==> src/rtl/scroll_text_gen.sv <==
// Scrolling-text source for the multiplexed 7-segment display.
// Streams first word, optional blank gap, second word and a blank flush
// right-to-left across DIGITS character slots at a divided step rate.
module scroll_text_gen #(
  parameter int DIGITS   = 4,
  parameter int STEP_DIV = 25_000_000,
  parameter int GAP      = 1,
  parameter int MAX_LEN  = 8
) (
  input  logic                clk,
  input  logic                reset,
  input  logic [1:0]          first_sel,
  input  logic [1:0]          second_sel,
  input  logic                mode,
  input  logic                pause,
  output logic [5*DIGITS-1:0] disp,
  output logic                busy,
  output logic                done,
  output logic                wrap
);

  localparam int CW = (STEP_DIV > 1) ? $clog2(STEP_DIV) : 1;
  localparam logic [4:0] BLANK = 5'd30;
  localparam logic [4:0] TERM  = 5'd31;

  typedef enum logic [2:0] {S_FIRST, S_GAP, S_SECOND, S_FLUSH, S_DONE} state_t;

  // Number of characters before the terminator in each ROM message.
  function automatic logic [7:0] msg_len(input logic [1:0] sel);
    case (sel)
      2'd0:    return 8'd5;
      2'd1:    return 8'd7;
      2'd2:    return 8'd6;
      default: return 8'd0;
    endcase
  endfunction

  // Fixed character ROM; anything past a message's end reads as terminator.
  function automatic logic [4:0] rom_char(input logic [1:0] sel, input logic [7:0] idx);
    logic [4:0] c;
    c = TERM;
    if (idx < 8'(MAX_LEN)) begin
      case (sel)
        2'd0: case (idx)
          8'd0: c = 5'd16; 8'd1: c = 5'd14; 8'd2: c = 5'd22; 8'd3: c = 5'd22;
          8'd4: c = 5'd0;  default: c = TERM;
        endcase
        2'd1: case (idx)
          8'd0: c = 5'd23; 8'd1: c = 5'd0;  8'd2: c = 5'd0;  8'd3: c = 5'd13;
          8'd4: c = 5'd11; 8'd5: c = 5'd24; 8'd6: c = 5'd14; default: c = TERM;
        endcase
        2'd2: case (idx)
          8'd0: c = 5'd22; 8'd1: c = 5'd18; 8'd2: c = 5'd0;  8'd3: c = 5'd20;
          8'd4: c = 5'd22; 8'd5: c = 5'd13; default: c = TERM;
        endcase
        default: c = TERM;
      endcase
    end
    return c;
  endfunction

  // Two-stage capture of {mode, second_sel, first_sel}; a difference between
  // the stages marks a restart, and stage 2 drives the active selection.
  logic [4:0]          sync1_q, sync1_d, sync2_q, sync2_d;
  logic [CW-1:0]       cnt_q, cnt_d;
  state_t              state_q, state_d;
  logic [7:0]          idx_q, idx_d;
  logic [5*DIGITS-1:0] disp_q, disp_d;
  logic                done_q, done_d, wrap_q, wrap_d;

  logic [1:0]          first_a, second_a;
  logic                mode_a, restart;
  logic [7:0]          len1, len2, gap_len, cur_len;
  state_t              eff;
  logic [4:0]          ch;
  logic [5*DIGITS+4:0] shifted;

  assign first_a  = sync2_q[1:0];
  assign second_a = sync2_q[3:2];
  assign mode_a   = sync2_q[4];
  assign restart  = (sync1_q != sync2_q);

  // Next-state, scroll shift and status pulses.
  // NOTE: every signal gets a default at the top so no path leaves it unassigned (no latches).
  always_comb begin
    sync1_d = {mode, second_sel, first_sel};
    sync2_d = sync1_q;
    cnt_d   = cnt_q;
    state_d = state_q;
    idx_d   = idx_q;
    disp_d  = disp_q;
    done_d  = 1'b0;
    wrap_d  = 1'b0;

    len1    = msg_len(first_a);
    len2    = msg_len(second_a);
    gap_len = (len1 != 8'd0 && len2 != 8'd0) ? 8'(GAP) : 8'd0;

    // Zero-length states are skipped within the same step.
    eff = state_q;
    if (eff == S_FIRST  && len1    == 8'd0) eff = S_GAP;
    if (eff == S_GAP    && gap_len == 8'd0) eff = S_SECOND;
    if (eff == S_SECOND && len2    == 8'd0) eff = S_FLUSH;

    case (eff)
      S_FIRST:  begin cur_len = len1;       ch = rom_char(first_a, idx_q);  end
      S_GAP:    begin cur_len = gap_len;    ch = BLANK;                     end
      S_SECOND: begin cur_len = len2;       ch = rom_char(second_a, idx_q); end
      S_FLUSH:  begin cur_len = 8'(DIGITS); ch = BLANK;                     end
      default:  begin cur_len = 8'd0;       ch = BLANK;                     end
    endcase
    shifted = {disp_q, ch};

    if (restart) begin
      disp_d  = {DIGITS{BLANK}};
      cnt_d   = '0;
      state_d = S_FIRST;
      idx_d   = 8'd0;
    end else if (!pause) begin
      if (cnt_q == CW'(STEP_DIV - 1)) begin
        cnt_d = '0;
        if (state_q != S_DONE) begin
          disp_d = shifted[5*DIGITS-1:0];
          if (idx_q == cur_len - 8'd1) begin
            idx_d = 8'd0;
            case (eff)
              S_FIRST:  state_d = S_GAP;
              S_GAP:    state_d = S_SECOND;
              S_SECOND: state_d = S_FLUSH;
              default: begin
                if (mode_a) begin
                  state_d = S_DONE;
                  done_d  = 1'b1;
                end else begin
                  state_d = S_FIRST;
                  wrap_d  = 1'b1;
                end
              end
            endcase
          end else begin
            idx_d   = idx_q + 8'd1;
            state_d = eff;
          end
        end
      end else begin
        cnt_d = cnt_q + 1'b1;
      end
    end
  end

  // State registers with synchronous reset; sync stages load live inputs.
  // NOTE: sequential state uses non-blocking assignments so all flops update together.
  always_ff @(posedge clk) begin
    if (reset) begin
      sync1_q <= {mode, second_sel, first_sel};
      sync2_q <= {mode, second_sel, first_sel};
      cnt_q   <= '0;
      state_q <= S_FIRST;
      idx_q   <= 8'd0;
      disp_q  <= {DIGITS{BLANK}};
      done_q  <= 1'b0;
      wrap_q  <= 1'b0;
    end else begin
      sync1_q <= sync1_d;
      sync2_q <= sync2_d;
      cnt_q   <= cnt_d;
      state_q <= state_d;
      idx_q   <= idx_d;
      disp_q  <= disp_d;
      done_q  <= done_d;
      wrap_q  <= wrap_d;
    end
  end

  assign disp = disp_q;
  assign busy = (state_q != S_DONE);
  assign done = done_q;
  assign wrap = wrap_q;

endmodule

==> config.mk <==
export PLATFORM = sky130hd
export DESIGN_NAME = scroll_text_gen
export DESIGN_NICKNAME = d
export VERILOG_FILES = /design/src/rtl/scroll_text_gen.sv
export SDC_FILE = /design/constraint.sdc
export NUM_CORES = 1
export LEC_CHECK = 0
export CAP_MARGIN = 20
export CORE_MARGIN = 2
export CORE_UTILIZATION = 40
export CTS_BUF_LIST = sky130_fd_sc_hd__clkbuf_8
export CTS_CLUSTER_SIZE = 16
export DETAILED_ROUTE_END_ITERATION = 10
export SLEW_MARGIN = 20
export SYNTH_ARGS = -nofsm -noshare
export SYNTH_HDL_FRONTEND = slang
export SYNTH_SLANG_ARGS = --single-unit
export TNS_END_PERCENT = 1
==> constraint.sdc <==
create_clock -name clk -period 3.5 [get_ports clk]
set_clock_uncertainty 0.15 [all_clocks]
set_input_delay 1.05 -clock clk [delete_from_list [all_inputs] [get_ports clk]]
set_output_delay 1.05 -clock clk [all_outputs]
set_load 0.01 [all_outputs]
==> results.py <==
metrics = {
    "timing": {
        "maxSlewViolCount": 0,
        "min_period_ps": 3320,
        "grt_setup_unrepaired": "no",
        "slew_headroom_pct": 56.3,
        "setup-tns-final_ps": 0,
        "setup_viol": 0,
        "worstMarginPinSlew_ps": 654,
        "hold_viol": 0,
        "max_freq_ghz": 0.302,
        "fin_crit_sh_pct": 94.7,
    },
    "placement": {
        "place_congestion": 0.898,
        "hpwl_um": 6450,
        "io_buffers": 30,
        "post_dp_cell_area_um2": 4230,
    },
    "final_layout": {
        "antenna_cells": 0,
        "drive_above_1_share_pct": 10.4,
        "layout_common_cells": "68 x dfxtp_1, 65 x nand2_1, 45 x nor2_1",
        "final_common_cell": "dfxtp_1",
        "nNetsFinal": 526,
        "final_area_um2": 4430,
        "syn_to_final_growth_pct": 17.4,
    },
    "global_routing": {
        "grt_usage_pct": 18.2,
        "overflow": 0,
        "antenna_found_initial": 0,
        "grt_max_degree": 31,
        "grt_pass1_vias": 3069,
        "grt_pass1_wl_um": 14700,
    },
    "worst_setup_path": {
        "critical_path_class": "register to register",
        "r2r_slack_ps": 180,
        "start_kind": "register",
        "crit_top_cell": "ha_1",
        "r2r-start": "sync2_q[0]",
        "startpoint": "sync2_q[0]",
        "reg2regPathDepth": 11,
        "cp_max_fo": 6,
        "worstPathRequired_ps": 3640,
        "crit_path_max_incr_delay_ps": 540,
        "slowest_stage": "or4_1",
        "worstSetupEndpointType": "register",
        "critPathArrivalTime_ps": 3450,
        "worstPathCellList": "ha_1 > buf_4 > nor4_2 > a22o_1 > inv_1 > ha_1 > nor4_1 > o21ai_0 > o31a_1 > or4_1 > nand3_1",
        "r2r_end": "state_q[0]",
    },
    "logic_synthesis": {
        "syn_area_um2": 3780,
        "ys_ff_latch": 68,
        "yosysSeqAreaShare_pct": 36.0,
        "synth-edff-count": 0,
        "syn-num-nets": 496,
        "ys.flop_type": "dfxtp_1",
        "async_flop_share_pct": 0,
        "synth_cell_types": 65,
        "synthCells": 473,
        "yosys_warnings": 0,
        "synth_area_per_cell_um2": 7.99,
    },
    "power_and_ir_drop": {
        "p_total_mw": 1.63,
        "p_leak_nw": 1.66,
        "power_per_cell_area_nw_per_um2": 368,
        "irDropWorstVdd_mv": 0.176,
    },
    "floorplanning": {
        "ios": 31,
        "start_util_pct": 41.1,
        "dieHeight_um": 101,
        "die_width_um": 101,
        "rows": 35,
        "dieArea_um2": 10200,
        "core_um2": 9200,
    },
    "clock_tree": {
        "postCtsSetupBuffers": 0,
        "max-clock-path-buffers": 2,
        "cts_buffers": 9,
        "cts_tree": "done",
        "clock_latency_ps": 350,
        "clkSinkCount": 68,
        "ctsHoldBuffers": 0,
        "clk_pin_slew_ps": 80,
        "cts_max_level": 3,
        "cts-resized-gates": 0,
        "root_buffer": "clkbuf_8",
    },
    "outcome": {
        "status": "finished clean",
    },
    "detailed_routing": {
        "postRouteAntennaNets": 0,
        "drt_first_pass_iters": 7,
        "drt_wl_total_um": 8790,
        "drcViolationCount": 0,
        "num_vias": 3453,
        "drtIter0Drc": 151,
        "viasPerCell": 5.58,
        "wire_per_inst_um": 14.2,
    },
    "worst_hold_path": {
        "min_to": "disp[15]",
        "hold_path_depth": 2,
        "min_from": "disp[15]",
        "hold_path.class": "register to register",
    },
    "run": {
        "maxCapViolCount": 0,
    },
}
-- worst max-delay path: cells and delay by family, from the launching register on --
| family | cells | cell delay [ps] |
|---|---|---|
| compound gates | 3 | 640 |
| simple gates | 4 | 1340 |
| flops | 1 | 350 |
| fa+ha+maj | 2 | 530 |
| buf+inv | 2 | 240 |
-- layer usage --
metal / GRT usage (%) / part of all wire, % / vias to the layer above
met4: 8.84 / 2.8 / 0
met2: 26.3 / 44 / 95
met5: 0 / 0 / -
met3: 3.59 / 4.3 / 18
li1: - / - / 1726
met1: 25.7 / 49 / 1614
-- cell usage after synthesis (8+ instances only) --
library cell,count,area (µm²)
dfxtp_1,68,1360
nand3_1,30,150
nand2_1,65,244
ha_1,15,188
nor3_1,20,100
a21oi_1,31,155
nor2_1,45,169
inv_1,19,71.3
xnor2_1,10,87.6
o21ai_0,12,60.1
or3_1,8,50.1
clkbuf_1,16,60.1
xor2_1,20,175
-- worst max-delay path by stage --
stage,end,depth (start not counted),slack (ps)
2_1_floorplan,state_q[2],7,580
3_3_place_gp,state_q[0],7,200
3_5_place_dp,state_q[0],7,150
4_1_cts,state_q[0],11,180
5_1_grt,state_q[0],11,5
6_report,state_q[0],11,180
-- kinds of logic after synthesis --
family | synth area share [%]
mux | 1.75
xor+xnor | 6.95
simple gates | 27.8
fa+ha+maj | 4.97
buf+inv | 5.43
compound gates | 17.1
flops | 36.0
-- power breakdown --
group	internal, mW	total [mW]	switching, mW
logic	0.0778	0.181	0.104
clock network	0.347	0.660	0.313
registers	0.781	0.789	0.00807
total	1.21	1.63	0.425
-- cell type report --
| type | count | area (µm²) |
|---|---|---|
| flip-flops and latches | 68 | 1360 |
| inverters | 20 | 75.1 |
| clock inverters | 6 | 63.8 |
| well taps | 111 | 139 |
| clock buffers | 10 | 138 |
| fillers | 926 | 4760 |
| repair buffers | 47 | 440 |
| multi-input cells | 357 | 2220 |
-- per-stage QoR --
step                      std cells  setup slack [ps]  utilization [%]  hold slack (ps)
after detailed placement        603               150             46.0              298
after global routing            619              5.33             48.2              336
final                           619               184             48.2              303
after global placement          603               197             46.0              291
after floorplan                 473               579                -              288
after CTS                       619               180             48.2              309
-- registers in the layout, indices dropped and copies added, names as in the netlist --
name and count:
done 1, cnt_q 25, idx_q 8, disp 20, wrap 1, sync2_q 5, sync1_q 5, state_q 3
(Power assumes the default switching activity.)
